File: src/rtl/datapath_pkg.sv
// rtl/datapath_pkg.sv - shared constants and types for the accumulator datapath
//
// Purpose : ALU operation codes, ACC source-select codes, divider state type
//           and default widths used by acc_datapath_p and seq_divider.
// Ports   : none (package)
package datapath_pkg;

    localparam int DEF_DATA_W = 16;
    localparam int DEF_ADDR_W = 8;
    localparam int DEF_OPC_W  = 8;

    // op_alu encodings
    localparam logic [2:0] ALU_ADD = 3'd0;
    localparam logic [2:0] ALU_SUB = 3'd1;
    localparam logic [2:0] ALU_AND = 3'd2;
    localparam logic [2:0] ALU_OR  = 3'd3;
    localparam logic [2:0] ALU_XOR = 3'd4;
    localparam logic [2:0] ALU_NOT = 3'd5;
    localparam logic [2:0] ALU_SHL = 3'd6;
    localparam logic [2:0] ALU_SHR = 3'd7;

    // acc_sel encodings
    localparam logic [1:0] ACC_SEL_MDR = 2'd0;
    localparam logic [1:0] ACC_SEL_ALU = 2'd1;
    localparam logic [1:0] ACC_SEL_QUO = 2'd2;
    localparam logic [1:0] ACC_SEL_REM = 2'd3;

    typedef enum logic [1:0] {
        DIV_IDLE = 2'd0,
        DIV_RUN  = 2'd1,
        DIV_DONE = 2'd2
    } div_state_e;

endpackage

File: src/rtl/seq_divider.sv
// rtl/seq_divider.sv - unsigned restoring divider, one quotient bit per cycle
//
// Purpose : start/busy/done handshake around a DATA_W-cycle restoring divide.
//           A zero divisor completes after one RUN cycle with quotient all-ones,
//           remainder = dividend and zero flag set (held until the next start).
// Build   : DIV_REMAINDER_EN defined -> remainder result register and port exist.
// Ports   : clk, rst_n (async active-low), start, dividend, divisor,
//           busy (RUN), done (one-cycle pulse in DONE), zero, quotient,
//           remainder (only with DIV_REMAINDER_EN).
module seq_divider
    import datapath_pkg::*;
#(
    parameter int DATA_W = DEF_DATA_W
) (
    input  logic              clk,
    input  logic              rst_n,
    input  logic              start,
    input  logic [DATA_W-1:0] dividend,
    input  logic [DATA_W-1:0] divisor,
    output logic              busy,
    output logic              done,
    output logic              zero,
`ifdef DIV_REMAINDER_EN
    output logic [DATA_W-1:0] remainder,
`endif
    output logic [DATA_W-1:0] quotient
);

    localparam int CNT_W = (DATA_W > 1) ? $clog2(DATA_W) : 1;

    div_state_e        state_q, state_d;
    logic [CNT_W-1:0]  cnt_q, cnt_d;
    logic [DATA_W-1:0] dvd_q, dvd_d;   // dividend shifting out, quotient shifting in
    logic [DATA_W-1:0] dsr_q, dsr_d;
    logic [DATA_W-1:0] par_q, par_d;   // partial remainder
    logic [DATA_W-1:0] quo_q, quo_d;
    logic              zero_q, zero_d;
`ifdef DIV_REMAINDER_EN
    logic [DATA_W-1:0] rem_q, rem_d;
`endif

    logic [DATA_W:0]   shifted;
    logic [DATA_W:0]   diff;
    logic [DATA_W-1:0] par_next;
    logic [DATA_W-1:0] dvd_next;

    // One restoring step: shift the next dividend bit into the partial
    // remainder and subtract the divisor if it fits.
    always_comb begin
        shifted  = {par_q, dvd_q[DATA_W-1]};
        diff     = shifted - {1'b0, dsr_q};
        if (!diff[DATA_W]) begin
            par_next = diff[DATA_W-1:0];
            dvd_next = {dvd_q[DATA_W-2:0], 1'b1};
        end else begin
            par_next = shifted[DATA_W-1:0];
            dvd_next = {dvd_q[DATA_W-2:0], 1'b0};
        end
    end

    always_comb begin
        state_d = state_q;
        cnt_d   = cnt_q;
        dvd_d   = dvd_q;
        dsr_d   = dsr_q;
        par_d   = par_q;
        quo_d   = quo_q;
        zero_d  = zero_q;
`ifdef DIV_REMAINDER_EN
        rem_d   = rem_q;
`endif
        case (state_q)
            DIV_IDLE: begin
                if (start) begin
                    dvd_d   = dividend;
                    dsr_d   = divisor;
                    par_d   = '0;
                    cnt_d   = '0;
                    zero_d  = 1'b0;
                    state_d = DIV_RUN;
                end
            end
            DIV_RUN: begin
                if (dsr_q == '0) begin
                    // dvd_q still holds the untouched dividend here
                    quo_d   = '1;
`ifdef DIV_REMAINDER_EN
                    rem_d   = dvd_q;
`endif
                    zero_d  = 1'b1;
                    state_d = DIV_DONE;
                end else begin
                    dvd_d = dvd_next;
                    par_d = par_next;
                    cnt_d = cnt_q + CNT_W'(1);
                    if (cnt_q == CNT_W'(DATA_W - 1)) begin
                        quo_d   = dvd_next;
`ifdef DIV_REMAINDER_EN
                        rem_d   = par_next;
`endif
                        state_d = DIV_DONE;
                    end
                end
            end
            DIV_DONE: begin
                state_d = DIV_IDLE;
            end
            default: begin
                state_d = DIV_IDLE;
            end
        endcase
    end

    always_ff @(posedge clk or negedge rst_n) begin
        if (!rst_n) begin
            state_q <= DIV_IDLE;
            cnt_q   <= '0;
            dvd_q   <= '0;
            dsr_q   <= '0;
            par_q   <= '0;
            quo_q   <= '0;
            zero_q  <= 1'b0;
`ifdef DIV_REMAINDER_EN
            rem_q   <= '0;
`endif
        end else begin
            state_q <= state_d;
            cnt_q   <= cnt_d;
            dvd_q   <= dvd_d;
            dsr_q   <= dsr_d;
            par_q   <= par_d;
            quo_q   <= quo_d;
            zero_q  <= zero_d;
`ifdef DIV_REMAINDER_EN
            rem_q   <= rem_d;
`endif
        end
    end

    assign busy     = (state_q == DIV_RUN);
    assign done     = (state_q == DIV_DONE);
    assign zero     = zero_q;
    assign quotient = quo_q;
`ifdef DIV_REMAINDER_EN
    assign remainder = rem_q;
`endif

endmodule

File: src/rtl/acc_datapath_p.sv
// rtl/acc_datapath_p.sv - parametrised accumulator-machine datapath
//
// Purpose : PC, IR, MAR, MDR, ACC, zero/carry flags, ALU and an owned
//           sequential divider. Every register holds unless its strobe is set.
// Build   : DIV_REMAINDER_EN defined -> acc_sel=3 loads the divide remainder;
//           otherwise acc_sel=3 loads MDR and no remainder register exists.
// Ports   : clk, rst (async active-low); control strobes load_pc/mux_pc,
//           load_mar/mux_mar, load_mdr, load_ir, load_acc/acc_sel, op_alu,
//           div_start; mem_q read data; outputs opcode, mem_addr (MAR),
//           mem_d (ACC), zflag, cflag, div_busy, div_done, div_zero,
//           acc_q, mdr_q.
module acc_datapath_p
    import datapath_pkg::*;
#(
    parameter int DATA_W = DEF_DATA_W,
    parameter int ADDR_W = DEF_ADDR_W,
    parameter int OPC_W  = DEF_OPC_W
) (
    input  logic              clk,
    input  logic              rst,
    input  logic              load_pc,
    input  logic              mux_pc,
    input  logic              load_mar,
    input  logic              mux_mar,
    input  logic              load_mdr,
    input  logic              load_ir,
    input  logic              load_acc,
    input  logic [1:0]        acc_sel,
    input  logic [2:0]        op_alu,
    input  logic              div_start,
    input  logic [DATA_W-1:0] mem_q,
    output logic [OPC_W-1:0]  opcode,
    output logic [ADDR_W-1:0] mem_addr,
    output logic [DATA_W-1:0] mem_d,
    output logic              zflag,
    output logic              cflag,
    output logic              div_busy,
    output logic              div_done,
    output logic              div_zero,
    output logic [DATA_W-1:0] acc_q,
    output logic [DATA_W-1:0] mdr_q
);

    logic [ADDR_W-1:0] pc_q, pc_d;
    logic [DATA_W-1:0] ir_q, ir_d;
    logic [ADDR_W-1:0] mar_q, mar_d;
    logic [DATA_W-1:0] mdr_d;
    logic [DATA_W-1:0] acc_d;
    logic              zflag_q, zflag_d;
    logic              cflag_q, cflag_d;

    logic [ADDR_W-1:0] ir_addr;
    logic [DATA_W-1:0] alu_res;
    logic              alu_c;
    logic [DATA_W:0]   alu_wide;
    logic [DATA_W-1:0] div_quo;
`ifdef DIV_REMAINDER_EN
    logic [DATA_W-1:0] div_rem;
`endif

    assign ir_addr = ir_q[OPC_W+ADDR_W-1:OPC_W];

    // ALU on current ACC/MDR; add/sub use one extra bit for carry/borrow
    always_comb begin
        alu_wide = '0;
        alu_res  = '0;
        alu_c    = 1'b0;
        case (op_alu)
            ALU_ADD: begin
                alu_wide = {1'b0, acc_q} + {1'b0, mdr_q};
                alu_res  = alu_wide[DATA_W-1:0];
                alu_c    = alu_wide[DATA_W];
            end
            ALU_SUB: begin
                alu_wide = {1'b0, acc_q} - {1'b0, mdr_q};
                alu_res  = alu_wide[DATA_W-1:0];
                alu_c    = alu_wide[DATA_W];
            end
            ALU_AND: alu_res = acc_q & mdr_q;
            ALU_OR:  alu_res = acc_q | mdr_q;
            ALU_XOR: alu_res = acc_q ^ mdr_q;
            ALU_NOT: alu_res = ~acc_q;
            ALU_SHL: begin
                alu_res = {acc_q[DATA_W-2:0], 1'b0};
                alu_c   = acc_q[DATA_W-1];
            end
            ALU_SHR: begin
                alu_res = {1'b0, acc_q[DATA_W-1:1]};
                alu_c   = acc_q[0];
            end
            default: alu_res = '0;
        endcase
    end

    always_comb begin
        pc_d    = pc_q;
        ir_d    = ir_q;
        mar_d   = mar_q;
        mdr_d   = mdr_q;
        acc_d   = acc_q;
        zflag_d = zflag_q;
        cflag_d = cflag_q;

        // ir_addr is the pre-edge IR, so a jump with load_ir uses the old IR
        if (load_pc)  pc_d  = mux_pc ? ir_addr : pc_q + ADDR_W'(1);
        if (load_mar) mar_d = mux_mar ? ir_addr : pc_q;
        if (load_mdr) mdr_d = mem_q;
        if (load_ir)  ir_d  = mdr_q;

        if (load_acc) begin
            case (acc_sel)
                ACC_SEL_MDR: acc_d = mdr_q;
                ACC_SEL_ALU: begin
                    acc_d   = alu_res;
                    cflag_d = alu_c;
                end
                ACC_SEL_QUO: acc_d = div_quo;
`ifdef DIV_REMAINDER_EN
                ACC_SEL_REM: acc_d = div_rem;
`endif
                default:     acc_d = mdr_q;
            endcase
            zflag_d = (acc_d == '0);
        end
    end

    always_ff @(posedge clk or negedge rst) begin
        if (!rst) begin
            pc_q    <= '0;
            ir_q    <= '0;
            mar_q   <= '0;
            mdr_q   <= '0;
            acc_q   <= '0;
            zflag_q <= 1'b1;
            cflag_q <= 1'b0;
        end else begin
            pc_q    <= pc_d;
            ir_q    <= ir_d;
            mar_q   <= mar_d;
            mdr_q   <= mdr_d;
            acc_q   <= acc_d;
            zflag_q <= zflag_d;
            cflag_q <= cflag_d;
        end
    end

    // Divider samples acc_q/mdr_q directly, so a same-cycle ACC load does
    // not disturb the captured dividend.
    seq_divider #(
        .DATA_W (DATA_W)
    ) u_div (
        .clk       (clk),
        .rst_n     (rst),
        .start     (div_start),
        .dividend  (acc_q),
        .divisor   (mdr_q),
        .busy      (div_busy),
        .done      (div_done),
        .zero      (div_zero),
`ifdef DIV_REMAINDER_EN
        .remainder (div_rem),
`endif
        .quotient  (div_quo)
    );

    assign opcode   = ir_q[OPC_W-1:0];
    assign mem_addr = mar_q;
    assign mem_d    = acc_q;
    assign zflag    = zflag_q;
    assign cflag    = cflag_q;

endmodule

File: config.mk
export PLATFORM = sky130hd
export DESIGN_NAME = acc_datapath_p
export DESIGN_NICKNAME = d
export VERILOG_FILES = /design/src/rtl/datapath_pkg.sv /design/src/rtl/seq_divider.sv /design/src/rtl/acc_datapath_p.sv
export SDC_FILE = /design/constraint.sdc
export NUM_CORES = 1
export LEC_CHECK = 0
export CORE_ASPECT_RATIO = 0.5
export CORE_MARGIN = 8
export CORE_UTILIZATION = 40
export DETAILED_ROUTE_END_ITERATION = 12
export GPL_ROUTABILITY_DRIVEN = 0
export PLACE_DENSITY_LB_ADDON = 0.3
export SLEW_MARGIN = 20
export SYNTH_ARGS = -nofsm -noshare
export SYNTH_HDL_FRONTEND = slang
export SYNTH_SLANG_ARGS = --single-unit
File: constraint.sdc
create_clock -name clk -period 3.2 [get_ports clk]
set_input_delay 0.32 -clock clk [delete_from_list [all_inputs] [get_ports clk]]
set_output_delay 0.32 -clock clk [all_outputs]
set_load 0.03 [all_outputs]
==> run metrics, run 1 <==
Leak Pwr 5.47 nW; top cell type's share of synthesized area 34.8%; Clock Pin Slew Worst Setup and Hold Paths 70 ps; Crit Path Category reg2reg; clk root buf clkbuf_16; CP required 3520 ps; critical path fanouts, max 4; DRT Wirelength 32.2 mm; Seq/Total Area, Yosys 35.1%; number of max-slew violations in the final report 0; capturing point of the worst reg2reg path zflag; Synth Register Bits 137; crit path max-delay cell type or4_4; GRT Total Usage 21.0%; Max clock buf depth 2; sw frac 42.1%; Routed Antenna Nets 0; worst reg2reg path startpoint acc_q[0]; first-pass GRT wire length 50.7 mm; ys async rst share 100%; starting DRC count in detailed routing 969; CTS HTree Levels 4; Final Power 10.6 mW; Initial Util 40.8%; Critical Path End Type flop; combinational power share 54.3%; # IOs 100; fillers 2169; IO buf count 99; cell mode on critical path o211ai_1; row cnt 40; Worst Hold End mdr_q[13]; CTS buffer count 17; HPWL after detailed placement 23.9 mm; Worst EP arrival 3670 ps; Post-Syn Area 9770 sq um; die width 237 um; Die Height 127 um; pin count of the biggest net entering global routing 70; Clk pwr share 19.6%; CTS tree yes; number of distinct library cells after synthesis 76; Worst Tran Pin Value 805 ps; vias in the first global route 9047; Vias 9399; unrepaired setup endpoints after global routing true; Mapped Avg Cell Area 8.49 sq um; Worst setup SP type flop; R2R depth 11; final hold vios 0; Via density 5.74; Crit path max-delay family simple AND/OR/NAND/NOR gates; power share of the sequential group 26.2%; WL per Instance 19.7 um; Yosys warnings 0; startpoint of the worst hold path mem_q[13]; Core ar. 24000 sq um; maximum vdd ir drop 0.000364 V; switching pwr 4.46 mW; Cell Int Power 6.14 mW; Synth top cells by count dfrtp_1 (136), nand2_1 (126), o21ai_0 (115), a21oi_1 (105), nor2_1 (76); setup ws final -153 ps; Max-Cap Viols 0; global route overflow 0; die area 30000 sq um; Main synth FF type dfrtp_1; power per cell area 853 nW/um^2; worst hold path type in2reg; later-pin clock latency in the skew report 430 ps; crit-path cells ha_1, fa_2, a21o_1, a2111oi_1, nor3_1, o211ai_1, o211ai_1, nor4_2, nand4b_1, or4_4, o41ai_2; worst hold stages 3; Final Cycle Share 105%; Max transition margin 46.1%; layout cell share with drive strength beyond 1 17.2%; syn_nets 1253; number of synthesized flops with an enable pin 0; CP bufs+invs 0; post-synth top area cell dfrtp_1; max incr delay on CP 500 ps; Tmin final 3350 ps; clock tree sinks 137; Mapped Cells 1151; top post-synthesis cells by area dfrtp_1 (35%), ha_1 (8.7%), o21ai_0 (5.9%); Setup Viol. Count Final 1; cell with the most instances after synthesis dfrtp_1; Setup Skew 15.3 ps; R2R setup slack -150 ps; Area growth, synth to finish 27.2%; failing checks setup timing; setup_tns -153 ps; f_max 298 MHz; antenna violations before repair 1; drt first pass iters 6; NumNets Final 1410; status finished, violations left; # DRC 0
## layer usage
layer  vias to the layer above  share of wire [%]  track usage, %
li1                       4375                  -               -
met1                      4536                 45            28.6
met2                       406                 44            32.5
met3                        80                8.1            4.73
met4                         2                2.9            7.31
met5                         -              0.040               0
## kinds of logic (layout without fill, tap and decap cells)
logic type | after synthesis | after routing | synth area share [%]
AO/OA/AOI/OAI | 364 | 364 | 22.9
XOR/XNOR | 28 | 28 | 2.59
adder cells (fa/ha/maj) | 71 | 71 | 9.32
buffers and inverters | 161 | 331 | 7.50
flip-flops | 137 | 137 | 35.1
multiplexers | 61 | 61 | 6.84
other | 0 | 1 | 0
AND/OR/NAND/NOR | 329 | 329 | 15.7
## state kept, by name, summed over array words and instances (netlist names)
name / count
u_div.cnt_q: 4
mem_addr: 8
pc_q: 8
u_div.par_q: 16
acc_q: 16
u_div.zero: 1
ir_q: 16
u_div.state_q: 2
cflag: 1
zflag: 1
mdr_q: 16
u_div.quotient: 16
u_div.dvd_q: 16
u_div.dsr_q: 16
## layout by cell type, fill, tap and decap left out, drive strengths merged, types with 8 or more instances in the layout
cell type	count
clkbuf	19
clkdlybuf4s50	98
a211oi	10
mux2i	33
a21oi	105
mux2	26
nor4	9
o22ai	14
o21ai	123
a31oi	10
xor2	12
nand2b	10
nor2b	19
nor2	76
o21a	8
buf	128
o211ai	10
nor3	16
nand2	126
and3	14
dfrtp	136
xnor2	16
or3	8
o22a	16
ha	68
inv	76
nand3	24
## stage by stage
step	hold WS, ps	std cells	setup WS, ps	util [%]	cell area (sq um)
floorplan	24.4	1151	-65.5	-	9800
global placement	388	1602	-115	48.9	11700
detailed placement	395	1602	-256	48.9	11700
CTS	457	1635	-123	51.6	12400
global route	476	1636	-247	51.8	12400
finish	466	1637	-153	51.9	12400
## worst register-to-register path, delay by kind of cell (launching register included)
family	cells	cell delay, ps
AO/OA/AOI/OAI	5	1080
adder cells (fa/ha/maj)	2	640
AND/OR/NAND/NOR	4	1110
flip-flops	1	430
## how the worst max path moves through the flow
stage / start / end / cells after the start
after global placement: acc_q[0] / zflag / 11
after CTS: acc_q[0] / zflag / 12
after global routing: acc_q[0] / zflag / 12
after detailed placement: acc_q[0] / zflag / 11
final: acc_q[0] / zflag / 11
after floorplan: acc_q[0] / zflag / 12
## repair_timing
item | in CTS | in global routing
endpoints found under the hold margin | 67 | 0
pin swaps | 2 | 4
resized for setup | 5 | 12
setup buffers | 0 | 1
hold buffers | 1 | 0
endpoints found under the setup margin | 3 | 19
## power groups by stage
stage | logic [mW] | registers, mW | clock network (mW)
floorplan | 3.72 | 2.84 | 0
global placement | 5.41 | 2.76 | 0
detailed placement | 5.56 | 2.78 | 0
CTS | 5.60 | 2.76 | 2.11
global route | 6.29 | 2.84 | 2.17
finish | 5.75 | 2.77 | 2.08
## final cells by class
| class | instances | area (sq um) | area share (%) |
|---|---|---|---|
| multi-input cells | 853 | 5710 | 45.9 |
| flip-flops and latches | 137 | 3440 | 27.6 |
| repair buffers | 227 | 2010 | 16.2 |
| clock buffers | 19 | 453 | 3.64 |
| well taps | 315 | 394 | 3.17 |
| inverters | 72 | 270 | 2.17 |
| clock inverters | 13 | 156 | 1.26 |
| diodes | 1 | 2.50 | 0.0201 |
(Power assumes the default switching activity.)
==> run 2, diff against run 1 <==
--- a/config.mk
+++ b/config.mk
@@ -11,7 +11,6 @@
 export DETAILED_ROUTE_END_ITERATION = 12
 export GPL_ROUTABILITY_DRIVEN = 0
 export PLACE_DENSITY_LB_ADDON = 0.3
-export SLEW_MARGIN = 20
 export SYNTH_ARGS = -nofsm -noshare
 export SYNTH_HDL_FRONTEND = slang
 export SYNTH_SLANG_ARGS = --single-unit
==> results of run 2 <==
No change in the layout: final DEF, timing and power equal those of run 1.
